**config.mk**
```make
export PLATFORM = sky130hd
export DESIGN_NAME = uart_mmio_responder
export DESIGN_NICKNAME = d
export VERILOG_FILES = /design/src/rtl/riscv151_mmio_pkg.sv /design/src/rtl/mmio_rx_fifo.sv /design/src/rtl/uart_mmio_responder.sv
export SDC_FILE = /design/constraint.sdc
export NUM_CORES = 1
export LEC_CHECK = 0
export ABC_AREA = 1
export BUFFER_PORTS_ARGS = -buffer_cell sky130_fd_sc_hd__buf_2
export CAP_MARGIN = 30
export CORE_MARGIN = 2
export CORE_UTILIZATION = 40
export CTS_CLUSTER_SIZE = 10
export DETAILED_ROUTE_END_ITERATION = 8
export HOLD_SLACK_MARGIN = 0.03
export PLACE_DENSITY = 0.7
export SYNTH_ARGS = -nofsm -noshare
export SYNTH_HDL_FRONTEND = slang
export SYNTH_SLANG_ARGS = --single-unit
```
**constraint.sdc**
```tcl
create_clock -name clk -period 1.73 [get_ports clk]
set_input_delay 0.0865 -clock clk [delete_from_list [all_inputs] [get_ports clk]]
set_output_delay 0.0865 -clock clk [all_outputs]
set_load 0.02 [all_outputs]
```
**src/rtl/riscv151_mmio_pkg.sv**
```systemverilog
// Shared MMIO constants, register decode and TX handshake state for the
// Riscv151 uart memory-mapped responder.
package riscv151_mmio_pkg;

  localparam logic [31:0] MMIO_BASE = 32'h8000_0000;
  localparam int          RX_DATA_W = 8;

  // Register offsets inside the decoded window (addr[1:0] ignored).
  localparam logic [7:0] UART_CTRL = 8'h00;
  localparam logic [7:0] UART_RX   = 8'h04;
  localparam logic [7:0] UART_TX   = 8'h08;
  localparam logic [7:0] CYC_CNT   = 8'h10;
  localparam logic [7:0] INST_CNT  = 8'h14;
  localparam logic [7:0] CNT_RST   = 8'h18;

  typedef enum logic [2:0] {
    REG_CTRL    = 3'd0,
    REG_RX      = 3'd1,
    REG_TX      = 3'd2,
    REG_CYC     = 3'd3,
    REG_INST    = 3'd4,
    REG_CNT_RST = 3'd5,
    REG_NONE    = 3'd6
  } mmio_reg_e;

  typedef enum logic {
    TX_IDLE = 1'b0,
    TX_BUSY = 1'b1
  } tx_state_e;

  // Map a window offset to the register it selects; word aligned.
  function automatic mmio_reg_e decode_offset(input logic [7:0] offset);
    mmio_reg_e sel;
    case ({offset[7:2], 2'b00})
      UART_CTRL: sel = REG_CTRL;
      UART_RX:   sel = REG_RX;
      UART_TX:   sel = REG_TX;
      CYC_CNT:   sel = REG_CYC;
      INST_CNT:  sel = REG_INST;
      CNT_RST:   sel = REG_CNT_RST;
      default:   sel = REG_NONE;
    endcase
    return sel;
  endfunction

endpackage

```
**src/rtl/mmio_rx_fifo.sv**
```systemverilog
// Small synchronous FIFO buffering uart RX bytes until the CPU reads them.
// Pointers carry one extra wrap bit so full and empty are distinguishable.
module mmio_rx_fifo
  import riscv151_mmio_pkg::*;
#(
  parameter int DEPTH = 8
) (
  input  logic                 clk,
  input  logic                 rst,
  input  logic                 wr_en,
  input  logic [RX_DATA_W-1:0] wr_data,
  input  logic                 rd_en,
  output logic                 full,
  output logic                 empty,
  output logic [RX_DATA_W-1:0] dout
);

  localparam int AW = $clog2(DEPTH);

  logic [RX_DATA_W-1:0] mem_r [DEPTH];
  logic [AW:0]          wr_ptr_r;
  logic [AW:0]          rd_ptr_r;
  logic                 push_s;
  logic                 pop_s;

  assign empty  = (wr_ptr_r == rd_ptr_r);
  assign full   = (wr_ptr_r[AW] != rd_ptr_r[AW]) &&
                  (wr_ptr_r[AW-1:0] == rd_ptr_r[AW-1:0]);
  assign push_s = wr_en & ~full;
  assign pop_s  = rd_en & ~empty;
  assign dout   = mem_r[rd_ptr_r[AW-1:0]];

  // Advance write/read pointers; reset empties the FIFO.
  always_ff @(posedge clk) begin
    if (!rst) begin
      wr_ptr_r <= '0;
      rd_ptr_r <= '0;
    end else begin
      if (push_s) begin
        wr_ptr_r <= wr_ptr_r + (AW+1)'(1);
      end
      if (pop_s) begin
        rd_ptr_r <= rd_ptr_r + (AW+1)'(1);
      end
    end
  end

  // Store an accepted byte; storage itself needs no reset.
  always_ff @(posedge clk) begin
    if (push_s) begin
      mem_r[wr_ptr_r[AW-1:0]] <= wr_data;
    end
  end

endmodule

```
**src/rtl/uart_mmio_responder.sv**
```systemverilog
// CPU-facing MMIO responder for the on-chip uart: status/RX/TX registers,
// cycle and retired-instruction counters, registered read data.
module uart_mmio_responder #(
  parameter int          RX_FIFO_DEPTH = 8,
  parameter logic [31:0] MMIO_BASE     = riscv151_mmio_pkg::MMIO_BASE
) (
  input  logic        clk,
  input  logic        rst,
  input  logic        mmio_en,
  input  logic [3:0]  mmio_we,
  input  logic [31:0] mmio_addr,
  input  logic [31:0] mmio_din,
  output logic [31:0] mmio_dout,
  input  logic        inst_retire,
  output logic [7:0]  uart_tx_data,
  output logic        uart_tx_valid,
  input  logic        uart_tx_ready,
  input  logic [7:0]  uart_rx_data,
  input  logic        uart_rx_valid,
  output logic        uart_rx_ready
);

  import riscv151_mmio_pkg::*;

  logic        sel_s;
  logic        rd_s;
  logic        wr_s;
  mmio_reg_e   reg_s;
  logic        cnt_clr_s;
  logic        fifo_full_s;
  logic        fifo_empty_s;
  logic        fifo_push_s;
  logic        fifo_pop_s;
  logic [7:0]  fifo_head_s;
  logic [31:0] rdata_s;
  logic [31:0] cycle_cnt_r;
  logic [31:0] instr_cnt_r;
  logic [31:0] dout_r;
  tx_state_e   tx_state_r;
  tx_state_e   tx_state_next_s;
  logic        tx_load_s;
  logic [7:0]  tx_data_r;
  logic        unused_bits_s;

  assign unused_bits_s = ^{mmio_din[31:8], mmio_addr[1:0]};

  assign sel_s     = mmio_en & (mmio_addr[31:8] == MMIO_BASE[31:8]);
  assign rd_s      = sel_s & ~(|mmio_we);
  assign wr_s      = sel_s & (|mmio_we);
  assign reg_s     = decode_offset(mmio_addr[7:0]);
  assign cnt_clr_s = wr_s & (reg_s == REG_CNT_RST);

  // RX side: uart is held off while in reset or while the FIFO is full.
  assign uart_rx_ready = rst & ~fifo_full_s;
  assign fifo_push_s   = uart_rx_valid & uart_rx_ready;
  assign fifo_pop_s    = rd_s & (reg_s == REG_RX) & ~fifo_empty_s;

  assign uart_tx_valid = (tx_state_r == TX_BUSY);
  assign uart_tx_data  = tx_data_r;
  assign mmio_dout     = dout_r;

  mmio_rx_fifo #(
    .DEPTH (RX_FIFO_DEPTH)
  ) u_rx_fifo (
    .clk     (clk),
    .rst     (rst),
    .wr_en   (fifo_push_s),
    .wr_data (uart_rx_data),
    .rd_en   (fifo_pop_s),
    .full    (fifo_full_s),
    .empty   (fifo_empty_s),
    .dout    (fifo_head_s)
  );

  // Read-data mux; an empty RX read returns zero and pops nothing.
  always_comb begin
    rdata_s = 32'h0000_0000;
    case (reg_s)
      REG_CTRL: rdata_s = {30'd0, ~fifo_empty_s, ~uart_tx_valid};
      REG_RX: begin
        if (fifo_empty_s) begin
          rdata_s = 32'h0000_0000;
        end else begin
          rdata_s = {24'd0, fifo_head_s};
        end
      end
      REG_CYC:  rdata_s = cycle_cnt_r;
      REG_INST: rdata_s = instr_cnt_r;
      default:  rdata_s = 32'h0000_0000;
    endcase
  end

  // Registered read data, held until the next read strobe.
  always_ff @(posedge clk) begin
    if (!rst) begin
      dout_r <= 32'h0000_0000;
    end else if (rd_s) begin
      dout_r <= rdata_s;
    end
  end

  // Free-running counters; a clear write beats a same-cycle increment.
  always_ff @(posedge clk) begin
    if (!rst || cnt_clr_s) begin
      cycle_cnt_r <= 32'h0000_0000;
      instr_cnt_r <= 32'h0000_0000;
    end else begin
      cycle_cnt_r <= cycle_cnt_r + 32'd1;
      if (inst_retire) begin
        instr_cnt_r <= instr_cnt_r + 32'd1;
      end
    end
  end

  // TX handshake state register; reset abandons any pending byte.
  always_ff @(posedge clk) begin
    if (!rst) begin
      tx_state_r <= TX_IDLE;
    end else begin
      tx_state_r <= tx_state_next_s;
    end
  end

  // TX next state: load only when idle, release on valid&ready.
  always_comb begin
    tx_state_next_s = tx_state_r;
    tx_load_s       = 1'b0;
    case (tx_state_r)
      TX_IDLE: begin
        if (wr_s && (reg_s == REG_TX)) begin
          tx_state_next_s = TX_BUSY;
          tx_load_s       = 1'b1;
        end else begin
          tx_state_next_s = TX_IDLE;
        end
      end
      TX_BUSY: begin
        if (uart_tx_ready) begin
          tx_state_next_s = TX_IDLE;
        end else begin
          tx_state_next_s = TX_BUSY;
        end
      end
      default: tx_state_next_s = TX_IDLE;
    endcase
  end

  // TX holding register; stays stable while the byte is pending.
  always_ff @(posedge clk) begin
    if (!rst) begin
      tx_data_r <= 8'h00;
    end else if (tx_load_s) begin
      tx_data_r <= mmio_din[7:0];
    end
  end

endmodule

```
Yosys cells after proc, flatten, opt, wreduce, memory -nomap -nowiden. Memory sizes are Yosys's and may differ from the RTL's. A register that Yosys moved wholly into a read port is not among the register bits. Cells that the tools add are included.

Bits in read-only memories: 0. Word-level logic and storage cells: 58. Input port bits: 82. Bits in latches: 0. Memory bits (writable): 64. Memories: 1. Register bits: 113.

Memories: u_rx_fifo.mem_r (depth 8, width 8, rd ports 1, clocked after Yosys merged registers in 1, wr ports 1, line mmio_rx_fifo.sv:20) `logic [RX_DATA_W-1:0] mem_r [DEPTH];`.

Div/mod/pow operators: 0. $mul: 0. Shifts and indexed selects: 0. Bitwise gates (word level): 14. Eq/ne operators: 14. Magnitude comparators: 0. Reduce and logical (&&, ||, !) cells: 7. Muxes and demuxes: 11. Add/sub/neg operators: 4.

Operator list (count): 32-bit one-hot mux with 4 select lines (1); 32-bit by 1-bit adder with 32-bit output (second input constant) (2); 24-bit equality test (second input constant) (1); 6-bit by 3-bit equality test with 1-bit output (second input constant) (3); 3-bit one-hot mux with 6 select lines (1); 1-bit bitwise AND (10); 4-bit by 1-bit adder with 4-bit output (second input constant) (2); 8-bit two-way mux (1); 3-bit by 2-bit equality test with 1-bit output (second input constant) (2); 3-bit equality test (second input constant) (2); 6-bit by 1-bit equality test with 1-bit output (second input constant) (1); 6-bit by 2-bit equality test with 1-bit output (second input constant) (1); 6-bit zero test (1); 3-bit two-way mux (2); 1-bit two-way mux (5); 4-bit equality test (1); 1-bit NOT (4); 4-bit OR reduction (1); 3-bit by 1-bit equality test with 1-bit output (second input constant) (1); 3-bit equality test (1); 3-bit zero test (1); 1-bit logical AND (2); 1-bit one-hot mux with 2 select lines (1); 1-bit zero test (1); 2 further kinds (2).

Logic depth before layout (Yosys ltp).
Depth after elaboration: 8. Mapped depth: 12. Mapped depth without buffers: 11.

Modules after synthesis. Synthesis repeated with hierarchy kept, for this count alone.

Cell total of the unflattened synthesis: 1195. Area total of the unflattened synthesis: 8986.1 µm².

Modules (own cells, without submodules): uart_mmio_responder (cells each 893, sequential area each 2102.0 µm², area an instance 5819.3 µm², times used 1); mmio_rx_fifo (cells each 302, sequential area each 2142.1 µm², area an instance 3166.8 µm², times used 1).

Worst setup path after synthesis. OpenSTA, ideal clock, no wires.

Path kind: flip-flop to flip-flop. Start: register u_rx_fifo.wr_ptr_r[1]. End: memory u_rx_fifo.mem_r[6][0] (enable). Cell stages (with the launch flop): 8. Arrival time: 1.687 ns. Path slack: -0.340 ns. Path through: dfxtp_1 xor2_1 nor2_1 nand3b_1 nand2_1 inv_1 nand3_1 nor3_1.

Word-level cells in the longest chain between the ends: 8.

RTL lines: start, declared (line mmio_rx_fifo.sv:21) `logic [AW:0] wr_ptr_r;`; start signal, assigned (line mmio_rx_fifo.sv:40) `wr_ptr_r <= wr_ptr_r + (AW+1)'(1);`; 3-bit equality test (line mmio_rx_fifo.sv:28) `(wr_ptr_r[AW-1:0] == rd_ptr_r[AW-1:0]);`; 1-bit logical AND (line mmio_rx_fifo.sv:27) `assign full = (wr_ptr_r[AW] != rd_ptr_r[AW]) &&`; 1-bit NOT (line uart_mmio_responder.sv:54) `assign uart_rx_ready = rst & ~fifo_full_s;`; 1-bit bitwise AND (line uart_mmio_responder.sv:54); net uart_rx_ready (line uart_mmio_responder.sv:20) `output logic uart_rx_ready`; 1-bit bitwise AND (line uart_mmio_responder.sv:55) `assign fifo_push_s = uart_rx_valid & uart_rx_ready;`; 1-bit bitwise AND (line mmio_rx_fifo.sv:29) `assign push_s = wr_en & ~full;`; 1-bit two-way mux (line mmio_rx_fifo.sv:50) `if (push_s) begin`; 1-bit two-way mux (not written as such) (line mmio_rx_fifo.sv:51) `mem_r[wr_ptr_r[AW-1:0]] <= wr_data;`; end, declared (line mmio_rx_fifo.sv:20).

The timed path passes the listed nets, and every way through them passes these cells.

Worst setup path in the final report.
Start: register u_rx_fifo.rd_ptr_r[0]. End: memory u_rx_fifo.mem_r[0][2] (enable).

Word-level cells in the longest chain between the ends: 8.

RTL lines: start, declared (line mmio_rx_fifo.sv:22) `logic [AW:0] rd_ptr_r;`; start signal, assigned (line mmio_rx_fifo.sv:43) `rd_ptr_r <= rd_ptr_r + (AW+1)'(1);`; 3-bit equality test (*) (line mmio_rx_fifo.sv:28); 1-bit logical AND (*) (line mmio_rx_fifo.sv:27); 1-bit NOT (*) (line mmio_rx_fifo.sv:29, uart_mmio_responder.sv:54); 1-bit bitwise AND (line uart_mmio_responder.sv:54); 1-bit bitwise AND (line uart_mmio_responder.sv:55); 1-bit bitwise AND (*) (line mmio_rx_fifo.sv:29); 1-bit two-way mux (*) (line mmio_rx_fifo.sv:50); 1-bit two-way mux (not written as such) (*) (line mmio_rx_fifo.sv:51).

Every way passes the cells marked *; elsewhere a longest branch is shown, timed or not.

==> flow_summary.toml <==
[global_route]
grt_pass1_vias = 7357
grt_max_degree = 36
antenna_found_initial = 0
grt_usage_pct = 20.43
overflow = 0
grt_first_pass_wirelength_microns = 36220

[worst_setup_path]
cp-start-kind = "flip-flop"
cp-end-kind = "flip-flop"
crit_chain = "xor2_1 -> nor2_1 -> nand3b_1 -> nand2_1 -> inv_2 -> nand3_4 -> nor2_2 -> buf_4"
cp.arrival_ns = 1.86
max_stage_delay_ns = 0.34
cp_top_family = "simple AND/OR/NAND/NOR gates"
critical_path_buf_inv_count = 2
cp_slowest_cell = "dfxtp_2"
cp_max_fo = 5
cp.required_ns = 1.89
crit_type = "reg2reg"

[sta]
setup_viol = 0
maxSlewHeadroom_pct = 73.28
clock_skew_ns = 0.01166
period_needed_ns = 1.705
fin_setup_tns_ns = 0
period_share_pct = 98.55
rsz0062_at_grt = "yes"
drv_slew = 0
worst_slew_pin_slew_ns = 0.3978
finalHoldViolCount = 0
max_freq_mhz = 586.6

[hold_path]
hp-class = "in2reg"

[floorplan]
io_pins = 124
dieHeight_microns = 150.3
rows = 53
start_util_pct = 40.75
core_area_sq_um = 21020
die_area_sq_um = 22600
die_x_microns = 150.3

[final_layout]
final_common_cell = "nand2_1"
layout-drive-gt1-share_pct = 19.30
mostFrequentLayoutCells = "nand2_1, nor2_1, dfxtp_1"
seq_area_sq_um = 4262
antenna_cells = 0
multiInputGateArea_sq_um = 3935
syn_to_final_growth_pct = 25.02
final.fill_count = 1949
nNetsFinal = 1353

[flow_run]
cap_violations = 0

[yosys]
synthTopCellsByArea = "dfxtp_1, edfxtp_1, nand2_1, nor2_1, nand3_1"
syn_area_sq_um = 8567
synth_fp_nets = 1195
ys_ff_latch = 180
avgSynthCellArea_sq_um = 7.725
synth_cells = 1109
synth-seq-area-share_pct = 49.54
netlist.top_cell.by_area = "dfxtp_1"
synth_top_area_share_pct = 27.11
ys_warn_count = 0
synth_cell_types = 37

[placement]
dp.final_hpwl_microns = 16270
place.gp.congestion = 0.8988
port-buffer-count = 97

[clocking]
clk_latency_ns = 0.44
clkTransAtPathRegs_ns = 0.07
clockBufferDepth = 2
root_buffer = "clkbuf_16"
cts_tree = "done"
cts_buffers = 17
clkSinkCount = 180
htreeDepth = 4

[power]
internal_power_mw = 6.514
ir_drop_v = 0.0005289
seq_power_share_pct = 51.1
power_frac_comb_pct = 4.8
leakagePower_nw = 4.037
power_density_nw_per_um2 = 807.6
switching_share_pct = 24.69
p_switching_mw = 2.135
clkPwrFrac_pct = 44.1
power.total_mw = 8.649

[outcome]
status = "finished, final reports clean"

[detailed_routing]
vias = 7881
routedWlPerCell_microns = 14.60
first_pass_iters = 5
routed_wl_microns = 22700
viasPerCell = 5.068
drtAntennaViolNets = 0
drt_iter0_markers = 716
drcViolationCount = 0
final cells by class:
| cell class | count | share of cell area (%) |
|---|---|---|
| inverters | 97 | 3.400 |
| flip-flops and latches | 180 | 39.79 |
| well taps | 275 | 3.213 |
| clock buffers | 17 | 3.972 |
| clock inverters | 15 | 1.449 |
| multi-input cells | 798 | 36.74 |
| repair buffers | 173 | 11.44 |
power groups by stage:
stage / clock [mW] / sequential [mW] / combinational (mW)
2_1_floorplan: 0 / 4.52 / 0.180
3_3_place_gp: 0 / 4.52 / 0.353
3_5_place_dp: 0 / 4.52 / 0.356
4_1_cts: 3.86 / 4.42 / 0.392
5_1_grt: 4.02 / 4.42 / 0.459
6_report: 3.81 / 4.42 / 0.415
per-stage QoR:
stage / hold WS [ns] / worst slack [ns] / instance area, sq um / utilization, % / instances
2_1_floorplan: 0.1854 / -0.04572 / 8586 / - / 1109
3_3_place_gp: 0.3696 / -0.05005 / 9743 / 46.35 / 1501
3_5_place_dp: 0.3718 / -0.03064 / 9743 / 46.35 / 1501
4_1_cts: 0.03344 / 0.01589 / 10530 / 50.07 / 1552
5_1_grt: 0.07600 / -0.06789 / 10710 / 50.95 / 1555
6_report: 0.07378 / 0.02513 / 10710 / 50.95 / 1555
sequential cells by signal (all words and copies together), names as in the netlist, named ones only:
signal              flops
u_rx_fifo.rd_ptr_r      4
uart_tx_data            8
instr_cnt_r            32
mmio_dout              32
cycle_cnt_r            32
u_rx_fifo.wr_ptr_r      4
uart_tx_valid           1
u_rx_fifo.mem_r        64
final timing paths:
| path | end | startpoint | slack (ns) | cells past startpoint |
|---|---|---|---|---|
| setup / recovery | u_rx_fifo.mem_r[0][2] | u_rx_fifo.rd_ptr_r[0] | 0.03 | 8 |
| hold / removal | u_rx_fifo.wr_ptr_r[0] | uart_rx_valid | 0.07 | 3 |
| hold reg to reg | mmio_dout[26] | mmio_dout[26] | 0.46 | 2 |
| setup reg to reg | u_rx_fifo.mem_r[0][2] | u_rx_fifo.rd_ptr_r[0] | 0.03 | 8 |
what timing repair did:
| action | CTS | global route |
|---|---|---|
| endpoints found under the setup margin | 25 | 86 |
| hold buffers | 19 | 0 |
| gates resized for setup | 4 | 52 |
| endpoints found under the hold margin | 80 | 0 |
| setup buffers | 0 | 3 |
| pin swaps | 0 | 9 |
cell families after synthesis:
group | after synthesis | share of synthesized area (%)
xor+xnor | 40 | 4.089
simple gates | 640 | 32.23
buf+inv | 131 | 6.397
compound gates | 114 | 7.156
flops | 180 | 49.54
fa+ha+maj | 4 | 0.5842
metal layers:
layer,GRT usage [%],wire length [microns]
met1,27.51,10340
met2,33.11,10320
met3,3.030,1525
met4,8.019,509
met5,0,0
worst register-to-register path: cells and delay by family (launching register included):
family / cells / cell delay, ns
AND/OR/NAND/NOR: 5 / 0.66
flip-flops: 1 / 0.34
buffers and inverters: 2 / 0.26
XOR/XNOR: 1 / 0.16
synth_stat cells, drive strengths merged:
master  number
nand2      287
nor2       179
dfxtp      116
inv         96
nand3       86
edfxtp      64
a21oi       61
o21ai       36
nor3        34
xor2        31
clkbuf      18
nand4       18
buf         16
nand3b      12
o22ai       10
xnor2        9
nor3b        8
or2          7
nor4         6
a22oi        5
ha           4
and3         2
a22o         1
clkinv       1
nor2b        1
o31ai        1
Note: power is estimated with default switching activity, not from simulation.
